`config.mk`:
```
export PLATFORM = sky130hd
export DESIGN_NAME = button_event_decoder_flat
export DESIGN_NICKNAME = d
export VERILOG_FILES = /design/src/rtl/button_event_decoder_if.sv /design/src/rtl/button_event_decoder.sv /design/src/flat_wrapper.sv
export SDC_FILE = /design/constraint.sdc
export NUM_CORES = 1
export LEC_CHECK = 0
export ABC_AREA = 1
export CORE_MARGIN = 5
export CORE_UTILIZATION = 55
export CTS_CLUSTER_SIZE = 8
export DETAILED_ROUTE_END_ITERATION = 8
export PLACE_DENSITY = 0.83
export SETUP_SLACK_MARGIN = 0.3
export SYNTH_ARGS = -nofsm -noshare
export SYNTH_HDL_FRONTEND = slang
export SYNTH_SLANG_ARGS = --single-unit
```
`constraint.sdc`:
```
create_clock -name clk_i -period 2.59 [get_ports clk_i]
set_input_delay 0.518 -clock clk_i [delete_from_list [all_inputs] [get_ports clk_i]]
set_output_delay 0.518 -clock clk_i [all_outputs]
set_load 0.02 [all_outputs]
```
`src/rtl/button_event_decoder_if.sv`:
```
// Signal bundle between the debouncer-side logic and the gesture decoder.
// The master drives the debounced level and consumes the gesture pulses;
// the slave is the decoder itself.
interface button_event_decoder_if;
  logic level_i;         // debounced button level, 1 = pressed
  logic short_press_o;   // one-cycle pulse: single short press
  logic long_press_o;    // one-cycle pulse: press held past the long threshold
  logic double_press_o;  // one-cycle pulse: second press released
  logic busy_o;          // decoder is in the middle of a gesture

  modport master (
    output level_i,
    input  short_press_o,
    input  long_press_o,
    input  double_press_o,
    input  busy_o
  );

  modport slave (
    input  level_i,
    output short_press_o,
    output long_press_o,
    output double_press_o,
    output busy_o
  );
endinterface

```
`src/rtl/button_event_decoder.sv`:
```
// Gesture decoder for a debounced push-button. Classifies each interaction
// as a short, long or double press and emits one registered pulse per
// gesture. Level edges always win over a timer expiring on the same edge.
module button_event_decoder #(
  parameter int unsigned ClkFreq     = 100_000_000,
  parameter int unsigned LongPressMs = 1000,
  parameter int unsigned DoubleGapMs = 250
) (
  input  logic                        clk_i,
  input  logic                        rst_i,
  button_event_decoder_if.slave       bus
);

  // Cycle counts are formed in 64 bits so large clocks/times cannot overflow.
  localparam logic [63:0] LongCycles = 64'(ClkFreq / 1000) * 64'(LongPressMs);
  localparam logic [63:0] GapCycles  = 64'(ClkFreq / 1000) * 64'(DoubleGapMs);
  localparam logic [63:0] MaxCycles  = (LongCycles > GapCycles) ? LongCycles : GapCycles;
  localparam int          TimerW     = $clog2(MaxCycles + 64'd1);

  localparam logic [TimerW-1:0] LongLast = TimerW'(LongCycles - 64'd1);
  localparam logic [TimerW-1:0] GapLast  = TimerW'(GapCycles - 64'd1);
  localparam logic [TimerW-1:0] TimerOne = TimerW'(1);

  typedef enum logic [2:0] {
    IDLE,
    PRESS1,
    HOLD,
    WAIT_GAP,
    PRESS2
  } state_e;

  state_e            state_q, state_d;
  logic [TimerW-1:0] timer_q;
  logic              prev_q;
  logic              rise, fall;
  logic              short_d, long_d, double_d;
  logic              short_q, long_q, double_q, busy_q;

  assign rise = bus.level_i & ~prev_q;
  assign fall = ~bus.level_i & prev_q;

  // Next-state and pulse decode; level events are tested before timer expiry.
  always_comb begin
    // NOTE: every output of this block gets a default first so no path can infer a latch.
    state_d  = state_q;
    short_d  = 1'b0;
    long_d   = 1'b0;
    double_d = 1'b0;
    unique case (state_q)
      IDLE: begin
        if (rise) state_d = PRESS1;
      end
      PRESS1: begin
        if (fall) begin
          state_d = WAIT_GAP;
        end else if (timer_q == LongLast) begin
          long_d  = 1'b1;
          state_d = HOLD;
        end
      end
      HOLD: begin
        if (fall) state_d = IDLE;
      end
      WAIT_GAP: begin
        if (rise) begin
          state_d = PRESS2;
        end else if (timer_q == GapLast) begin
          short_d = 1'b1;
          state_d = IDLE;
        end
      end
      PRESS2: begin
        if (fall) begin
          double_d = 1'b1;
          state_d  = IDLE;
        end
      end
      default: state_d = IDLE;
    endcase
  end

  // State, timer, edge history and registered outputs.
  always_ff @(posedge clk_i) begin
    // NOTE: reset clears every flop, outputs included, so an interrupted gesture leaves no pulse behind.
    if (rst_i) begin
      state_q  <= IDLE;
      timer_q  <= '0;
      prev_q   <= 1'b0;
      short_q  <= 1'b0;
      long_q   <= 1'b0;
      double_q <= 1'b0;
      busy_q   <= 1'b0;
    end else begin
      // NOTE: non-blocking assignments so every flop samples pre-edge values.
      state_q  <= state_d;
      prev_q   <= bus.level_i;
      short_q  <= short_d;
      long_q   <= long_d;
      double_q <= double_d;
      busy_q   <= (state_d != IDLE);
      // Timer restarts on any state change and saturates instead of wrapping.
      if (state_d != state_q) begin
        timer_q <= '0;
      end else if (timer_q != '1) begin
        timer_q <= timer_q + TimerOne;
      end
    end
  end

  assign bus.short_press_o  = short_q;
  assign bus.long_press_o   = long_q;
  assign bus.double_press_o = double_q;
  assign bus.busy_o         = busy_q;

endmodule

```
`src/flat_wrapper.sv`:
```
// flat-port wrapper written by rule: the top's interface ports become plain ports
module button_event_decoder_flat 
#(
  parameter int unsigned ClkFreq     = 100_000_000,
  parameter int unsigned LongPressMs = 1000,
  parameter int unsigned DoubleGapMs = 250
)
  (clk_i, rst_i, bus_level_i, bus_short_press_o, bus_long_press_o, bus_double_press_o, bus_busy_o);
  button_event_decoder_if bus_i ();
  input  logic clk_i;
  input  logic rst_i;
  input wire logic [$bits(bus_i.level_i)-1:0] bus_level_i;
  output wire logic [$bits(bus_i.short_press_o)-1:0] bus_short_press_o;
  output wire logic [$bits(bus_i.long_press_o)-1:0] bus_long_press_o;
  output wire logic [$bits(bus_i.double_press_o)-1:0] bus_double_press_o;
  output wire logic [$bits(bus_i.busy_o)-1:0] bus_busy_o;
  assign bus_i.level_i = bus_level_i;
  assign bus_short_press_o = bus_i.short_press_o;
  assign bus_long_press_o = bus_i.long_press_o;
  assign bus_double_press_o = bus_i.double_press_o;
  assign bus_busy_o = bus_i.busy_o;
  button_event_decoder #(.ClkFreq(ClkFreq), .LongPressMs(LongPressMs), .DoubleGapMs(DoubleGapMs)) u_core (.clk_i(clk_i), .rst_i(rst_i), .bus(bus_i));
endmodule
```
# Yosys cells after proc, flatten, opt, wreduce, memory -nomap -nowiden
# Cells that the tools add are included.
# W data, S select, Z words.
word_totals:
  register_bits: 35
  input_bits: 3
  word_cells: 40
classes:
  add_sub_neg: 1
  n_eq_ne: 8
  mux: 10
  n_bitwise: 7
  reduce_logical: 7
ops:
  columns: ["op", "count"]
  rows:
  - ["$add A27 B1 Y27 const B", 1]
  - ["$eq A27 B25 Y1 const B", 1]
  - ["$eq A27 B27 Y1 const B", 1]
  - ["$ne A27 B27 Y1 const B", 1]
  - ["$mux W3", 6]
  - ["$pmux W3 S4", 1]
  - ["$eq A3 B2 Y1 const B", 2]
  - ["$reduce_or A2 Y1", 3]
  - ["$reduce_or A3 Y1", 2]
  - ["$not A1 Y1", 5]
  - ["$eq A3 B1 Y1 const B", 1]
  - ["$eq A3 B3 Y1 const B", 1]
  - ["$logic_not A3 Y1", 1]
  - ["$mux W1", 3]
  - ["$ne A3 B3 Y1", 1]
  - ["$reduce_bool A3 Y1", 1]
  - ["$and A1 B1 Y1", 2]

# Longest topological paths before layout
logic_depth:
  word_depth: 6
  mapped_depth: 13

# Worst setup path after synthesis
# Ideal clock, no wire load.
synth_path:
  path_type: "reg-to-reg"
  start: "register u_core.timer_q[0]"
  end: "register u_core.timer_q[16]"
  setup_time_ns: 0.114
  arrival_time_ns: 1.665
  required_time_ns: 2.476
  path_slack_ns: 0.811
  stages_incl_launch_ff: 14
  n_path_buf: 1
  synth_period_minus_slack_ns: 1.779
  path_cell_list: "dfxtp_1 > ha_1 > inv_1 > nor2_4 > nand2_2 > nor2_1 > nand2_1 > nand2_1 > nand2_1 > nand2_1 > nand2_1 > nand4_4 > buf_6 > nor2_2"
synth_between:
  elab_chain_len: 6
  elab_cells_between_ends: 11
  cone_classes: "1 x add/sub; 4 x eq/ne; 5 x mux; 1 x reduce/logical"
synth_rtl:
  columns: ["element", "line_no", "rtl"]
  rows:
  - ["from (decl)", "button_event_decoder.sv:33", "logic [TimerW-1:0] timer_q;"]
  - ["from (signal assigned)", "button_event_decoder.sv:105", "timer_q <= timer_q + TimerOne;"]
  - ["$eq A27 B25 Y1 or $eq A27 B27 Y1 (tied branches)", "button_event_decoder.sv:67, button_event_decoder.sv:56", null]
  - ["$mux W3, on equally long branches", "button_event_decoder.sv:67, button_event_decoder.sv:56", null]
  - ["$mux W3, on equally long branches", "button_event_decoder.sv:65, button_event_decoder.sv:54", null]
  - ["$pmux W3 S4", "button_event_decoder.sv:49", "unique case (state_q)"]
  - ["$ne A3 B3 Y1", "button_event_decoder.sv:102", "if (state_d != state_q) begin"]
  - ["$reduce_or A2 Y1 (no source line)", null, null]
# Several ways; a longest one is shown, not always the timed one.
# A chain may end at the register's enable or synchronous reset.

# Final worst setup path
layout_path:
  start: "register u_core.timer_q[0]"
  end: "register u_core.timer_q[25]"
# Same word-level chain as after synthesis.

==> run metrics <==
DIE WIDTH=73.0 um; number of top-level pins=7; fin. max-slew vios=0; area taken by flip-flops and latches=around 700 um^2; antenna violation net count after detailed routing=0; Worst Setup Slack, final=about 540 ps; worst-case hold path end point=u_core.timer_q[26]$_SDFFE_PP0P_; IO buf count=6; fraction of final layout cells with drive strength greater than 1=13.4%; post-detailed-route DRC marker count=0; Setup Slack @ Placement=413 ps; list of cells traversed by the critical path=ha_1 > inv_1 > nor2_4 > nand2_2 > nor2_1 > nand2_1 > nand2_1 > nand2_1 > nand2_1 > nand2_1 > nand4_4 > buf_6 > nor2_1; maximum count of clock buffers along a single path=2; outcome=finished clean; kind of end point of the critical path=flop; Core Footprint=3910 um^2; total iterations of the first detailed-routing run=4; RSZ-0062 raised after global routing=false; Worst Hold Path Cells=2; kind of critical path=flop to flop; TritonCTS clock tree=yes; area leader, netlist=sky130_fd_sc_hd__dfxtp_1; reg-to-reg slack, setup=between 500 and 600 ps; Inserted Clock Buffers=5; Initial Utilization=55.8%; setup TNS=0 ps; portion of synthesized cell area occupied by the leading cell type=32.1%; global placer's final weighted congestion=about 1; portion of the post-synthesis area used by sequential elements=approximately a third; placed wire-length estimate=about 3800 um; number of vias per cell after detailed routing=5.27; critical-path cell with the highest stage delay=sky130_fd_sc_hd__dfxtp_1; post-route clock period utilization=79.0%; Syn Inst Count=325; maxcap violations=0; number of vias in the routed layout=slightly above 2000; first-iteration detailed-routing DRC count=approximately 140; netlist area before placement=2180 um^2; synth unique cells=32; Synth Net Count=329; vias in the first global route=1919; final WL=4970 um; final net count=340; buffers inserted by post-CTS timing repair=0; worst endpoint data arrival time=around 2200 ps; Worst Hold Class=flop to flop; crit path time final=around 2000 ps; slew margin rel.=between 60 and 70%; Final setup violation count=0; largest net degree at the start of global routing=28; worst skew pair latency=around 290 ps; Die Outline Area=5330 um^2; register bit count reported by yosys=35; Routed wire per std cell=12.8 um; clock tree root driver cell=sky130_fd_sc_hd__clkbuf_8; average cell area after synthesis=6.72 um^2; Die Y=between 70 and 80 um; critical path launch point type=flop; global-route wire length before repair=about 8400 um; leakage power summed over all cells=between 0.8 and 0.9 nW; biggest area contributors in the synthesized netlist=sky130_fd_sc_hd__dfxtp_1, sky130_fd_sc_hd__nor2_1, sky130_fd_sc_hd__nand2_1; Hold Fails Final Rpt=0; biggest fanout along the worst timing path=27; most common library cell in the layout ignoring fill and taps=sky130_fd_sc_hd__nor2_1; count of hold buffers inserted by post-cts repair=0; Yosys Warn Count=0; CP dominant cell by count=sky130_fd_sc_hd__nand2_1; length in cells of the worst reg-to-reg path=13; Rows=23; H-Tree Depth=2; required time of the critical path=2760 ps; max incr delay on CP=~430 ps; antenna violations before repair=0; terminus of the critical flop-to-flop path=u_core.timer_q[25]$_SDFFE_PP0P_; highest-count cells in the layout ignoring fill and taps=sky130_fd_sc_hd__nor2_1, sky130_fd_sc_hd__nand2_1, sky130_fd_sc_hd__inv_1; sinks on the clock net=35; number of antenna repair diodes=0; peak supply drop=around 0.24 mV; fill cell instance count of the final layout=~400; Remaining Overflow, GRT=0; Worst Tran Pin Value=550 ps; maximum clock rate=489 MHz; clock skew after layout=6.97 ps; area added between synthesis and finish=9.16%; Critical R2R Launch=u_core.timer_q[0]$_SDFFE_PP0P_; total global routing track utilization=20.2%; Hold Path Origin=u_core.timer_q[26]$_SDFFE_PP0P_; clock transition time at the flip-flop clock pins of the worst setup and hold paths=70 ps; area occupied by multi-input gates=1280 um^2; power density over the cells=445 nW/um^2
==> synth_stat cells <==
cell and instances:
sky130_fd_sc_hd__nor3_2 1, sky130_fd_sc_hd__inv_6 1, sky130_fd_sc_hd__nand3_2 1, sky130_fd_sc_hd__buf_6 2
sky130_fd_sc_hd__xor2_1 16, sky130_fd_sc_hd__nor3b_1 1, sky130_fd_sc_hd__nor2_1 77, sky130_fd_sc_hd__nand4_4 1
sky130_fd_sc_hd__nor3_1 15, sky130_fd_sc_hd__nor4_1 6, sky130_fd_sc_hd__xnor2_1 2, sky130_fd_sc_hd__ha_1 1
sky130_fd_sc_hd__nand3_1 18, sky130_fd_sc_hd__nor4_2 1, sky130_fd_sc_hd__nand4_1 8, sky130_fd_sc_hd__nand2_4 1
sky130_fd_sc_hd__a21oi_2 1, sky130_fd_sc_hd__nor2_4 2, sky130_fd_sc_hd__buf_8 1, sky130_fd_sc_hd__nor2_2 16
sky130_fd_sc_hd__or2_4 1, sky130_fd_sc_hd__a21boi_2 1, sky130_fd_sc_hd__a21oi_1 6, sky130_fd_sc_hd__inv_1 41
sky130_fd_sc_hd__nor4_4 2, sky130_fd_sc_hd__inv_2 1, sky130_fd_sc_hd__nand3b_1 1, sky130_fd_sc_hd__nand2_2 6
sky130_fd_sc_hd__nand2_1 56, sky130_fd_sc_hd__a31oi_1 1, sky130_fd_sc_hd__o21ai_0 2, sky130_fd_sc_hd__dfxtp_1 35
==> repair_timing <==
| action | in CTS | in global routing |
|---|---|---|
| resized for setup | 0 | 1 |
| endpoints found under the setup margin | 0 | 18 |
| hold endpoints to repair | 0 | 0 |
==> per-stage QoR <==
stage | cell area (um^2) | utilization (%) | power [W] | instances | hold WS [ps]
floorplan | 2180 | - | 0.000625 | 325 | 473
global placement | 2280 | 58.2 | 0.000637 | 379 | 503
detailed placement | 2280 | 58.2 | 0.000639 | 379 | 524
CTS | 2380 | 60.8 | 0.00107 | 387 | 551
global route | 2380 | 60.9 | 0.00111 | 387 | 566
finish | 2380 | 60.9 | 0.00106 | 387 | 547
==> where the power goes <==
group | internal, W | switching, W
Combinational | 0.0000255 | 0.0000488
Sequential | 0.000546 | 0.00000745
Clock | 0.000242 | 0.000192
Total | 0.000813 | 0.000248
==> registers in the layout (all words and copies together) (netlist names) <==
signal	cells
u_core.bus.busy_o	1
u_core.bus.double_press_o	1
u_core.bus.long_press_o	1
u_core.bus.short_press_o	1
u_core.prev_q	1
u_core.state_q	3
u_core.timer_q	27
==> final cells by class <==
class                   count  area share (%)
clock buffers               7            4.04
clock inverters             1           0.315
inverters                  43            6.98
multi-input cells         244            53.7
flip-flops and latches     35            29.4
well taps                  50            2.62
repair buffers              7            2.99
==> logic make-up after synthesis <==
family,count (synthesis),share of synthesized area (%)
AOI/OAI and AO/OA,11,3.04
xor gates and xnor gates,18,7.22
adders and majority gates,1,0.573
buffers and inverters,46,9.34
DFF,35,32.1
and+or+nand+nor,214,47.8
==> worst max path at each step <==
stage / start / end / depth (start not counted)
floorplan: u_core.timer_q[0]$_SDFFE_PP0P_ / u_core.timer_q[16]$_SDFFE_PP0P_ / 13
global placement: bus_level_i / u_core.timer_q[1]$_SDFFE_PP0P_ / 9
detailed placement: bus_level_i / u_core.timer_q[4]$_SDFFE_PP0P_ / 9
CTS: u_core.timer_q[0]$_SDFFE_PP0P_ / u_core.timer_q[20]$_SDFFE_PP0P_ / 13
global route: u_core.timer_q[0]$_SDFFE_PP0P_ / u_core.timer_q[25]$_SDFFE_PP0P_ / 13
finish: u_core.timer_q[0]$_SDFFE_PP0P_ / u_core.timer_q[25]$_SDFFE_PP0P_ / 13
==> worst max-delay path: cells and delay by family (launching register included) <==
family                     cells  cell delay, ps
and+or+nand+nor               10             910
DFF                            1             430
buffers and inverters          2             350
adders and majority gates      1             220
==> routing by layer <==
metal	vias to the layer above	GRT usage [%]	wire [um]
met5	-	0	0
met4	0	7.99	97
met3	13	4.41	289
met2	70	34.0	2430
met1	906	24.9	2160
li1	1050	-	-
Power figures use the tool's default switching activity.
